--- src/rtl/spi_shift_engine.sv ---
// spi_shift_engine
// ----------------
// Self-timed SPI transfer unit. It serialises a parallel word onto MOSI and
// gathers MISO into a right-aligned parallel word. It generates SCLK from
// i_clk with a fixed divider, drives chip select, and provides a start/done
// handshake. The transfer length, CPOL, CPHA and (optionally) bit order are
// chosen per transfer.
//
// Optional feature macro: SPI_SHIFT_LSB_FIRST_EN
//   defined   : i_lsb_first selects LSB-first or MSB-first per transfer
//   undefined : every transfer is MSB-first and i_lsb_first is ignored
//
// Parameters
//   WIDTH    maximum transfer length in bits (>= 2)
//   CLK_DIV  i_clk cycles per SCLK half-period (>= 1)
//   LW       width of i_len (derived)
//
// Ports
//   i_clk        system clock, rising edge
//   i_rst_n      asynchronous active-low reset
//   i_start      transfer request, accepted only when idle
//   i_data_tx    word to send, sampled on accept
//   i_len        bit count; 0 or > WIDTH means WIDTH; sampled on accept
//   i_cpol       SCLK idle level
//   i_cpha       0: sample on leading edge, 1: sample on trailing edge
//   i_lsb_first  bit order (only with SPI_SHIFT_LSB_FIRST_EN)
//   i_miso       serial input
//   o_sclk       SPI clock
//   o_mosi       serial output, holds its last value between transfers
//   o_cs_n       chip select, active low
//   o_busy       transfer in progress (cycle after accept up to, not incl., done)
//   o_done       one-cycle end-of-transfer pulse
//   o_data_rx    received word, right-aligned, valid from o_done onwards
module spi_shift_engine #(
  parameter int WIDTH   = 32,
  parameter int CLK_DIV = 4,
  parameter int LW      = $clog2(WIDTH + 1)
) (
  input  logic             i_clk,
  input  logic             i_rst_n,
  input  logic             i_start,
  input  logic [WIDTH-1:0] i_data_tx,
  input  logic [LW-1:0]    i_len,
  input  logic             i_cpol,
  input  logic             i_cpha,
  input  logic             i_lsb_first,
  input  logic             i_miso,
  output logic             o_sclk,
  output logic             o_mosi,
  output logic             o_cs_n,
  output logic             o_busy,
  output logic             o_done,
  output logic [WIDTH-1:0] o_data_rx
);

  localparam int DW = (CLK_DIV > 1) ? $clog2(CLK_DIV) : 1;

  localparam logic [1:0] ST_IDLE  = 2'd0;
  localparam logic [1:0] ST_SETUP = 2'd1;
  localparam logic [1:0] ST_SHIFT = 2'd2;
  localparam logic [1:0] ST_HOLD  = 2'd3;

  logic [1:0]       state_reg;
  logic [DW-1:0]    div_reg;
  logic [LW:0]      edge_reg;     // index of the next SCLK edge
  logic [LW-1:0]    len_reg;
  logic [WIDTH-1:0] tx_sr;        // current bit at MSB (MSB-first) or LSB (LSB-first)
  logic [WIDTH-1:0] rx_sr;
  logic             cpol_reg;
  logic             cpha_reg;
  logic             lsb_mode;     // bit order of the transfer in flight
  logic             lsb_now;      // bit order requested at the input

  logic             tick;
  logic [LW:0]      last_idx;
  logic             last_edge;
  logic             leading;
  logic             do_sample;
  logic             do_advance;
  logic [LW-1:0]    eff_len;
  logic [WIDTH-1:0] tx_aligned;
  logic             first_bit;

  // Half-period strobe: last cycle of each divider period.
  assign tick      = (div_reg == DW'(CLK_DIV - 1));
  assign last_idx  = {len_reg, 1'b0} - (LW + 1)'(1);
  assign last_edge = (edge_reg == last_idx);
  assign leading   = ~edge_reg[0];

  // CPHA=0 samples leading edges and moves MOSI on trailing edges (never
  // after the final one). CPHA=1 moves MOSI on leading edges except the
  // first, since the first bit is already presented during setup.
  assign do_sample  = cpha_reg ? ~leading : leading;
  assign do_advance = cpha_reg ? (leading && (edge_reg != '0))
                               : (!leading && !last_edge);

`ifdef SPI_SHIFT_LSB_FIRST_EN
  assign lsb_now = i_lsb_first;

  always_ff @(posedge i_clk or negedge i_rst_n) begin
    if (!i_rst_n) begin
      lsb_mode <= 1'b0;
    end else if ((state_reg == ST_IDLE) && i_start) begin
      lsb_mode <= i_lsb_first;
    end
  end
`else
  logic lsb_unused;
  assign lsb_unused = i_lsb_first;
  assign lsb_now    = 1'b0;
  assign lsb_mode   = 1'b0;
`endif

  // Accept-time preparation: normalise the length and, for MSB-first, push
  // the word up so bit len-1 sits at the top of the shift register.
  always_comb begin
    eff_len = i_len;
    if ((i_len == '0) || (i_len > LW'(WIDTH))) begin
      eff_len = LW'(WIDTH);
    end
    tx_aligned = i_data_tx;
    if (!lsb_now) begin
      tx_aligned = i_data_tx << (WIDTH - int'(eff_len));
    end
    first_bit = lsb_now ? i_data_tx[0] : tx_aligned[WIDTH-1];
  end

  always_ff @(posedge i_clk or negedge i_rst_n) begin
    if (!i_rst_n) begin
      state_reg <= ST_IDLE;
      div_reg   <= '0;
      edge_reg  <= '0;
      len_reg   <= '0;
      tx_sr     <= '0;
      rx_sr     <= '0;
      cpol_reg  <= 1'b0;
      cpha_reg  <= 1'b0;
      o_sclk    <= 1'b0;
      o_mosi    <= 1'b0;
      o_cs_n    <= 1'b1;
      o_busy    <= 1'b0;
      o_done    <= 1'b0;
      o_data_rx <= '0;
    end else begin
      o_done <= 1'b0;
      case (state_reg)
        ST_IDLE: begin
          div_reg  <= '0;
          edge_reg <= '0;
          o_sclk   <= i_cpol;
          o_cs_n   <= 1'b1;
          if (i_start) begin
            state_reg <= ST_SETUP;
            len_reg   <= eff_len;
            cpol_reg  <= i_cpol;
            cpha_reg  <= i_cpha;
            tx_sr     <= tx_aligned;
            rx_sr     <= '0;
            o_mosi    <= first_bit;
            o_cs_n    <= 1'b0;
            o_busy    <= 1'b1;
          end
        end

        // The tick that ends setup produces SCLK edge 0, so setup and shift
        // share the edge handling; the edge counter tells them apart.
        ST_SETUP, ST_SHIFT: begin
          div_reg <= tick ? '0 : div_reg + DW'(1);
          if (tick) begin
            o_sclk   <= ~o_sclk;
            edge_reg <= edge_reg + (LW + 1)'(1);
            if (do_sample) begin
              rx_sr <= lsb_mode ? {i_miso, rx_sr[WIDTH-1:1]}
                                : {rx_sr[WIDTH-2:0], i_miso};
            end
            if (do_advance) begin
              if (lsb_mode) begin
                o_mosi <= tx_sr[1];
                tx_sr  <= tx_sr >> 1;
              end else begin
                o_mosi <= tx_sr[WIDTH-2];
                tx_sr  <= tx_sr << 1;
              end
            end
            state_reg <= last_edge ? ST_HOLD : ST_SHIFT;
          end
        end

        ST_HOLD: begin
          div_reg <= tick ? '0 : div_reg + DW'(1);
          o_sclk  <= cpol_reg;
          if (tick) begin
            state_reg <= ST_IDLE;
            o_cs_n    <= 1'b1;
            o_busy    <= 1'b0;
            o_done    <= 1'b1;
            // LSB-first bits entered at the top; slide them down to bit 0.
            o_data_rx <= lsb_mode ? (rx_sr >> (WIDTH - int'(len_reg))) : rx_sr;
          end
        end

        default: begin
          state_reg <= ST_IDLE;
        end
      endcase
    end
  end

endmodule

--- config.mk ---
export PLATFORM = sky130hd
export DESIGN_NAME = spi_shift_engine
export DESIGN_NICKNAME = d
export VERILOG_FILES = /design/src/rtl/spi_shift_engine.sv
export SDC_FILE = /design/constraint.sdc
export NUM_CORES = 1
export LEC_CHECK = 0
export ABC_AREA = 1
export BUFFER_PORTS_ARGS = -buffer_cell sky130_fd_sc_hd__buf_2
export CAP_MARGIN = 5
export CELL_PAD_IN_SITES_DETAIL_PLACEMENT = 1
export CELL_PAD_IN_SITES_GLOBAL_PLACEMENT = 2
export CORE_UTILIZATION = 30
export DETAILED_ROUTE_END_ITERATION = 8
export GPL_ROUTABILITY_DRIVEN = 1
export PLACE_DENSITY = 0.86
export SETUP_SLACK_MARGIN = 0.2
export SLEW_MARGIN = 20
export SYNTH_ARGS = -nofsm -noshare
export SYNTH_HDL_FRONTEND = slang
export SYNTH_SLANG_ARGS = --single-unit
--- constraint.sdc ---
create_clock -name i_clk -period 2.2 [get_ports i_clk]
set_input_delay 0.11 -clock i_clk [delete_from_list [all_inputs] [get_ports i_clk]]
set_output_delay 0.11 -clock i_clk [all_outputs]
set_load 0.05 [all_outputs]
==> results.txt, run 1 <==
----------------------------------------------------
[Critical path]
  Setup slack of the most critical reg-to-reg path ... -80 ps
  Capturing instance or port of the critical path ... tx_sr[9]
  Worst reg2reg path endpoint ... tx_sr[9]
  Crit Path Class ... reg2reg
  Peak fanout along the critical path ... 8
  Ordered cell list for the critical path ... inv_2, ha_4, nand2_2, inv_2, nor2_2, nand2_1, nor2_2, nand2_1, nor2_1, nand2_1, nand2_1, nand2_1, nand2_2, nand2_4, nand3_4, clkinvlp_4, buf_12, nand3_4, nand3_2
  Critical Path Max Stage Delay ... 390 ps
  Reg-to-reg critical path startpoint ... len_reg[0]
  Required time worst endpoint ... 2510 ps
  Path depth of the worst reg2reg path ... 19
  Critical Path Slowest Stage Cell ... sky130_fd_sc_hd__dfrtp_1
  Top cell by count, worst path ... sky130_fd_sc_hd__nand2_1
  Startpoint of the most critical setup path ... len_reg[0]
  Endpoint class of the critical path ... flip-flop
  Startpoint Class ... flip-flop
  WP data arrival ... 2590 ps

[Final layout]
  Area used by multi-input combinational logic ... 3700 µm²
  Registers with the highest flip-flop counts ... o_data_rx x32, rx_sr x32, tx_sr x31
  Diodes inserted ... 0
  Filler instances ... 2861
  Fraction of layout instances using a drive strength above 1 ... 21.5%
  Register area ... 2980 µm²
  Non-filler instance count after layout ... 1455
  Growth of design area from synthesis to finish ... 30.7%
  NumNets Final ... 1181

[Drt]
  Routed len/inst ... 15.4 µm
  Routed Antenna Nets ... 0
  Via density per instance ... 4.94
  Total number of vias ... 7187
  Final wirelength ... 22400 µm
  First-pass DRT Iterations ... 4
  Number of violations reported at the end of detailed-routing iteration 0 ... 358
  Detailed-route DRC error count ... 0

[Timing]
  Count of pins over their slew limit ... 0
  Part of the cycle the worst path needs ... 104%
  Setup ws final ... -77.7 ps
  Unrepaired setup endpoints after global routing ... true
  Total count of hold-check failures in the final report ... 0
  Highest Clock Rate ... 439 MHz
  Slew at the pin with the worst max-slew slack ... 698 ps
  Slew HR ... 53.4%
  Layout Skew ... 11.4 ps
  Setup-failing EPs final ... 24
  Post-layout min period ... 2280 ps

[GRT]
  Vias in the first global route ... 7554
  Global-route wire length before repair ... 37500 µm
  Largest net degree at the start of global routing ... 51
  GR Util All Layers ... 19.6%
  Remaining global-route overflow ... 0
  Number of antenna violations at the first check in global routing ... 0

[Clock network]
  Number of buffers inserted during clock tree synthesis ... 17
  CTS Root Cell ... sky130_fd_sc_hd__clkbuf_16
  Clock-pin transition on the worst setup and hold timing paths ... 70 ps
  Maximum root-to-sink buffer count ... 2
  Sink Count ... 119
  Number of levels in the clock H-tree ... 4
  Clk_lat worst skew ... 430 ps
  TritonCTS clock tree ... built

[Synthesis]
  Main synth FF type ... sky130_fd_sc_hd__dfrtp_1
  Cell type with the highest aggregate area in the netlist ... sky130_fd_sc_hd__dfrtp_1
  Sequential-to-total area share from yosys stat ... 42.4%
  Instance count of the mapped netlist ... 1006
  Post-synth design cell area ... 7030 µm²
  Dominant cell by count in the synthesized netlist ... sky130_fd_sc_hd__nand2_1
  Async S/R FF share, synth ... 100%
  Flip-flop and latch count after synthesis ... 119
  EDFF count, synth ... 0
  Post-synth top cells ... sky130_fd_sc_hd__nand2_1, sky130_fd_sc_hd__nand3_1, sky130_fd_sc_hd__dfrtp_1
  Average cell area after synthesis ... 6.99 µm²
  Synth cell types ... 37
  Biggest area contributors in the synthesized netlist ... sky130_fd_sc_hd__dfrtp_1, sky130_fd_sc_hd__nand2_1, sky130_fd_sc_hd__nand3_1
  Yosys warning count ... 0
  Syn_nets ... 1058
  Share of the synthesized area in the top cell type ... 42.0%

[Pwr]
  Total power ... 12.8 mW
  Total power per unit cell area ... 1390 nW/µm²
  Relative contribution of sequential cells to total power ... 28.3%
  Largest vdd supply drop ... 0.734 mV
  Clock share of power ... 21.3%
  Leakage power ... 4.62 nW
  Net switching share of the total power ... 47.1%
  Gate power share ... 50.4%
  Internal power ... 6.76 mW
  Net switching power ... 6.02 mW

[Outcome]
  Run status ... complete, but fails checks
  Violated checks ... setup timing

[Placement]
  DP Cell Count ... 1402
  RD Place Congestion ... 0.799
  I/O Buffers ... 80
  HPWL reported at the end of detailed placement ... 15400 µm

[Die]
  Chip Height ... 155 µm
  Total I/O pin count ... 82
  Die X-Extent ... 155 µm
  Area enclosed by the die boundary ... 24100 µm²
  Rows ... 55
  Standard cell core area ... 22800 µm²
  Starting density of the core ... 30.9%

[Min path]
  Worst min-delay path category ... in2reg

[Flow run]
  # Max-Cap Violations ... 0

----------------------------------------------------
-- worst min-delay path by stage --
stage / start / endpoint / depth (start not counted) / slack, ps
finish: i_start / o_busy / 4 / 130
global route: i_start / o_busy / 4 / 150
CTS: i_len[2] / len_reg[5] / 5 / 120
detailed placement: i_rst_n / rx_sr[6] / 1 / 90
global placement: i_rst_n / rx_sr[6] / 1 / 90
floorplan: i_rst_n / cpha_reg / 0 / -190
-- worst max-delay path: cells and delay by family (launching register included) --
kind | cells | cell delay, ps
flops | 1 | 390
fa+ha+maj | 1 | 200
simple gates | 14 | 1130
buf+inv | 4 | 430
-- power groups by stage --
stage	clock, mW	combinational (mW)	sequential [mW]
after floorplan	0	2.83	4.74
after global placement	0	5.52	3.60
after detailed placement	0	5.62	3.63
after CTS	2.79	6.18	3.60
after global routing	2.87	7.11	3.72
final	2.72	6.44	3.61
-- layout make-up --
cell class	count	share of cell area [%]
Multi-Input combinational cell	750	40.3
Sequential cell	119	32.4
Timing Repair Buffer	157	13.3
Clock buffer	17	4.63
Tap cell	313	4.26
Inverter	84	3.50
Clock inverter	15	1.62
-- cells by family (layout without fill, tap and decap cells) --
| group | Yosys count | count (layout) | synth area share (%) |
|---|---|---|---|
| AND/OR/NAND/NOR | 629 | 629 | 39.2 |
| buffers and inverters | 137 | 273 | 8.38 |
| flip-flops | 119 | 119 | 42.4 |
| AO/OA/AOI/OAI | 111 | 111 | 8.47 |
| adder cells (fa/ha/maj) | 7 | 7 | 1.25 |
| XOR/XNOR | 3 | 3 | 0.374 |
-- timing repair --
action / in CTS / in global routing
hold endpoints to repair: 34 / 0
hold buffers: 4 / 0
pin swaps: 4 / 11
gates resized for setup: 33 / 32
setup buffers: 9 / 4
gates cloned: 3 / 1
setup endpoints to repair: 42 / 66
-- routing by layer --
metal	GRT usage [%]	vias to the layer above	share of wire (%)
met1	24.6	3514	46
met4	6.27	0	1.7
li1	-	3555	-
met3	2.98	31	2.6
met2	34.5	87	50
met5	0	-	0
-- stage by stage --
step | worst slack (ps) | cell area (µm²) | TNS, ps | hold WS, ps | utilization [%]
3_5_place_dp | -252 | 8110 | -4000 | 91.6 | 35.6
3_3_place_gp | -245 | 8110 | -2830 | 93.9 | 35.6
6_report | -77.7 | 9190 | -889 | 132 | 40.3
5_1_grt | -251 | 9190 | -6410 | 152 | 40.3
2_1_floorplan | 204 | 7060 | 0 | -186 | -
4_1_cts | -76.5 | 9020 | -1350 | 122 | 39.6
-- cells in the final DEF (no fill, tap or decap), types with 8 or more instances in the layout --
cell,count
sky130_fd_sc_hd__buf_4,52
sky130_fd_sc_hd__clkbuf_16,18
sky130_fd_sc_hd__o21ai_0,85
sky130_fd_sc_hd__inv_2,8
sky130_fd_sc_hd__inv_1,73
sky130_fd_sc_hd__dfrtp_1,118
sky130_fd_sc_hd__buf_6,8
sky130_fd_sc_hd__buf_2,79
sky130_fd_sc_hd__nand2_1,312
sky130_fd_sc_hd__buf_12,10
sky130_fd_sc_hd__nor2_1,53
sky130_fd_sc_hd__nand4_1,9
sky130_fd_sc_hd__nand3_1,208
sky130_fd_sc_hd__nand2_4,9
sky130_fd_sc_hd__nand3_2,11
Power figures use the tool's default switching activity.
==> run 2, diff against run 1 <==
--- a/config.mk
+++ b/config.mk
@@ -5,7 +5,7 @@
 export SDC_FILE = /design/constraint.sdc
 export NUM_CORES = 1
 export LEC_CHECK = 0
-export ABC_AREA = 1
+export ABC_AREA = 0
 export BUFFER_PORTS_ARGS = -buffer_cell sky130_fd_sc_hd__buf_2
 export CAP_MARGIN = 5
 export CELL_PAD_IN_SITES_DETAIL_PLACEMENT = 1
@@ -13,7 +13,7 @@
 export CORE_UTILIZATION = 30
 export DETAILED_ROUTE_END_ITERATION = 8
 export GPL_ROUTABILITY_DRIVEN = 1
-export PLACE_DENSITY = 0.86
+export PLACE_DENSITY = 0.77
 export SETUP_SLACK_MARGIN = 0.2
 export SLEW_MARGIN = 20
 export SYNTH_ARGS = -nofsm -noshare
==> results.txt, run 2 <==
----------------------------------------------------
[Outcome]
  Run status ... complete, but fails checks
  Violated checks ... setup timing

[Critical path]
  Required time worst endpoint ... 2510 ps
  Startpoint Class ... flip-flop
  Endpoint class of the critical path ... flip-flop
  Ordered cell list for the critical path ... or3_4, o31a_1, o211ai_2, o31ai_4, buf_6, buf_6, buf_6, o21a_1, a221o_1
  Crit path max-delay family ... compound AO/OA/AOI/OAI gates
  Top cell by count, worst path ... sky130_fd_sc_hd__buf_6
  Crit Path Class ... reg2reg
  Critical Path Max Stage Delay ... 400 ps
  CP bufs+invs ... 3
  WP data arrival ... 2660 ps
  Critical Path Slowest Stage Cell ... sky130_fd_sc_hd__dfrtp_1
  Peak fanout along the critical path ... 8

[Drt]
  Detailed-route DRC error count ... 0
  Total number of vias ... 6685
  Final wirelength ... 23700 µm
  First-pass DRT Iterations ... 4
  Number of violations reported at the end of detailed-routing iteration 0 ... 357
  Routed len/inst ... 18.7 µm
  Routed Antenna Nets ... 0
  Via density per instance ... 5.28

[GRT]
  Largest net degree at the start of global routing ... 48
  Number of antenna violations at the first check in global routing ... 0
  Global-route wire length before repair ... 38400 µm
  GR Util All Layers ... 19.0%
  Remaining global-route overflow ... 0
  Vias in the first global route ... 6990

[Synthesis]
  Flip-flop and latch count after synthesis ... 119
  Post-synth top cells ... sky130_fd_sc_hd__dfrtp_1, sky130_fd_sc_hd__nand2_1, sky130_fd_sc_hd__nand3_1
  Yosys warning count ... 0
  Cell type with the highest aggregate area in the netlist ... sky130_fd_sc_hd__dfrtp_1
  Biggest area contributors in the synthesized netlist ... sky130_fd_sc_hd__dfrtp_1, sky130_fd_sc_hd__mux2_2, sky130_fd_sc_hd__nand2_1
  Instance count of the mapped netlist ... 731
  Async S/R FF share, synth ... 100%
  Syn_nets ... 783
  Sequential-to-total area share from yosys stat ... 39.8%
  Main synth FF type ... sky130_fd_sc_hd__dfrtp_1
  EDFF count, synth ... 0
  Post-synth design cell area ... 7480 µm²
  Dominant cell by count in the synthesized netlist ... sky130_fd_sc_hd__dfrtp_1
  Average cell area after synthesis ... 10.2 µm²
  Share of the synthesized area in the top cell type ... 39.5%
  Synth cell types ... 83

[Timing]
  Highest Clock Rate ... 427 MHz
  Slew HR ... 57.2%
  Setup-failing EPs final ... 25
  Layout Skew ... 12.3 ps
  Slew at the pin with the worst max-slew slack ... 642 ps
  Unrepaired setup endpoints after global routing ... true
  Part of the cycle the worst path needs ... 107%
  Count of pins over their slew limit ... 0
  Setup TNS ... -1810 ps
  Post-layout min period ... 2340 ps
  Setup ws final ... -144 ps
  Total count of hold-check failures in the final report ... 0

[Final layout]
  Final instance area ... 10100 µm²
  Commonest non-fill, non-tap cell in the layout ... sky130_fd_sc_hd__buf_4
  Growth of design area from synthesis to finish ... 34.8%
  Diodes inserted ... 0
  Filler instances ... 2774
  Registers with the highest flip-flop counts ... o_data_rx x32, rx_sr x32, tx_sr x31
  NumNets Final ... 981
  Area used by multi-input combinational logic ... 4280 µm²
  Fraction of layout instances using a drive strength above 1 ... 40.2%
  Register area ... 2980 µm²
  Most frequent cells in the layout ... sky130_fd_sc_hd__buf_4, sky130_fd_sc_hd__dfrtp_1, sky130_fd_sc_hd__nand2_1
  Non-filler instance count after layout ... 1266

[Placement]
  Placement Setup Slack ... -330 ps
  Cell Area, Placed ... 9130 µm²
  DP Cell Count ... 1214
  I/O Buffers ... 80
  RD Place Congestion ... 0.893
  HPWL reported at the end of detailed placement ... 17300 µm

[Die]
  Die X-Extent ... 160 µm
  Total I/O pin count ... 82
  Rows ... 57
  Chip Height ... 160 µm
  Standard cell core area ... 24400 µm²
  Starting density of the core ... 30.7%
  Area enclosed by the die boundary ... 25600 µm²

[Clock network]
  CTS Root Cell ... sky130_fd_sc_hd__clkbuf_16
  Number of levels in the clock H-tree ... 4
  Maximum root-to-sink buffer count ... 2
  Clk_lat worst skew ... 420 ps
  TritonCTS clock tree ... built
  Clock-pin transition on the worst setup and hold timing paths ... 70 ps
  Number of buffers inserted during clock tree synthesis ... 17
  Sink Count ... 119

[Pwr]
  Total power per unit cell area ... 1260 nW/µm²
  Leakage power ... 4.72 nW
  Total power ... 12.7 mW
  Largest vdd supply drop ... 0.748 mV

[Min path]
  Worst min-delay path category ... in2reg

[Flow run]
  # Max-Cap Violations ... 0

----------------------------------------------------
-- run 2: final timing paths --
path	from	to	slack [ps]	depth (start not counted)
hold reg to reg	div_reg[0]	div_reg[0]	440	1
min in group asynchronous	i_rst_n	o_data_rx[16]	250	2
setup / recovery	len_reg[1]	tx_sr[15]	-140	9
setup reg to reg	len_reg[1]	tx_sr[15]	-140	9
hold / removal	i_len[3]	len_reg[3]	60	3
max in group asynchronous	i_rst_n	o_cs_n	1240	3
-- run 2: power breakdown --
group	total [mW]	internal, mW	switching (mW)
combinational	6.58	2.95	3.63
clock	3.04	1.92	1.11
sequential	3.07	2.71	0.357
total	12.7	7.58	5.10
-- run 2: cell type report --
class	count	area share (%)
multi-input cells	543	42.4
flip-flops and latches	119	29.6
repair buffers	233	17.0
clock buffers	17	4.22
well taps	324	4.02
clock inverters	15	2.10
inverters	15	0.621
-- run 2: worst reg2reg max path, delay by kind of cell, from the launching register on --
family                 cells  cell delay (ps)
DFF                        1              400
AOI/OAI and AO/OA          5             1050
and+or+nand+nor            1              400
buffers and inverters      3              390
-- run 2: cell families (layout without fill, tap and decap cells) --
logic type,Yosys count,in the layout,share of synthesized area (%)
buf+inv,69,280,5.19
mux,100,100,17.9
fa+ha+maj,7,7,1.17
compound gates,179,179,18.5
xor+xnor,10,10,1.42
flops,119,119,39.8
simple gates,247,247,15.9
-- run 2: stage by stage --
stage	util (%)	hold slack, ps
final	41.3	61.0
after global routing	41.3	67.9
after CTS	40.5	34.5
after detailed placement	37.4	170
after global placement	37.4	170
after floorplan	-	-186
-- run 2: routing by layer --
metal | up-vias | global-route usage [%] | wire (µm)
li1 | 3124 | - | -
met1 | 3410 | 24.9 | 10800
met2 | 116 | 31.6 | 11800
met3 | 35 | 2.44 | 492
met4 | 0 | 7.75 | 531
met5 | - | 0 | 0
-- run 2: timing repair --
| item | 4_1_cts | 5_1_grt |
|---|---|---|
| endpoints found under the setup margin | 37 | 37 |
| gates cloned | 0 | 1 |
| pin swaps | 6 | 10 |
| hold endpoints to repair | 48 | 0 |
| resized for setup | 11 | 20 |
| hold buffers | 4 | 0 |
| buffers inserted | 5 | 10 |
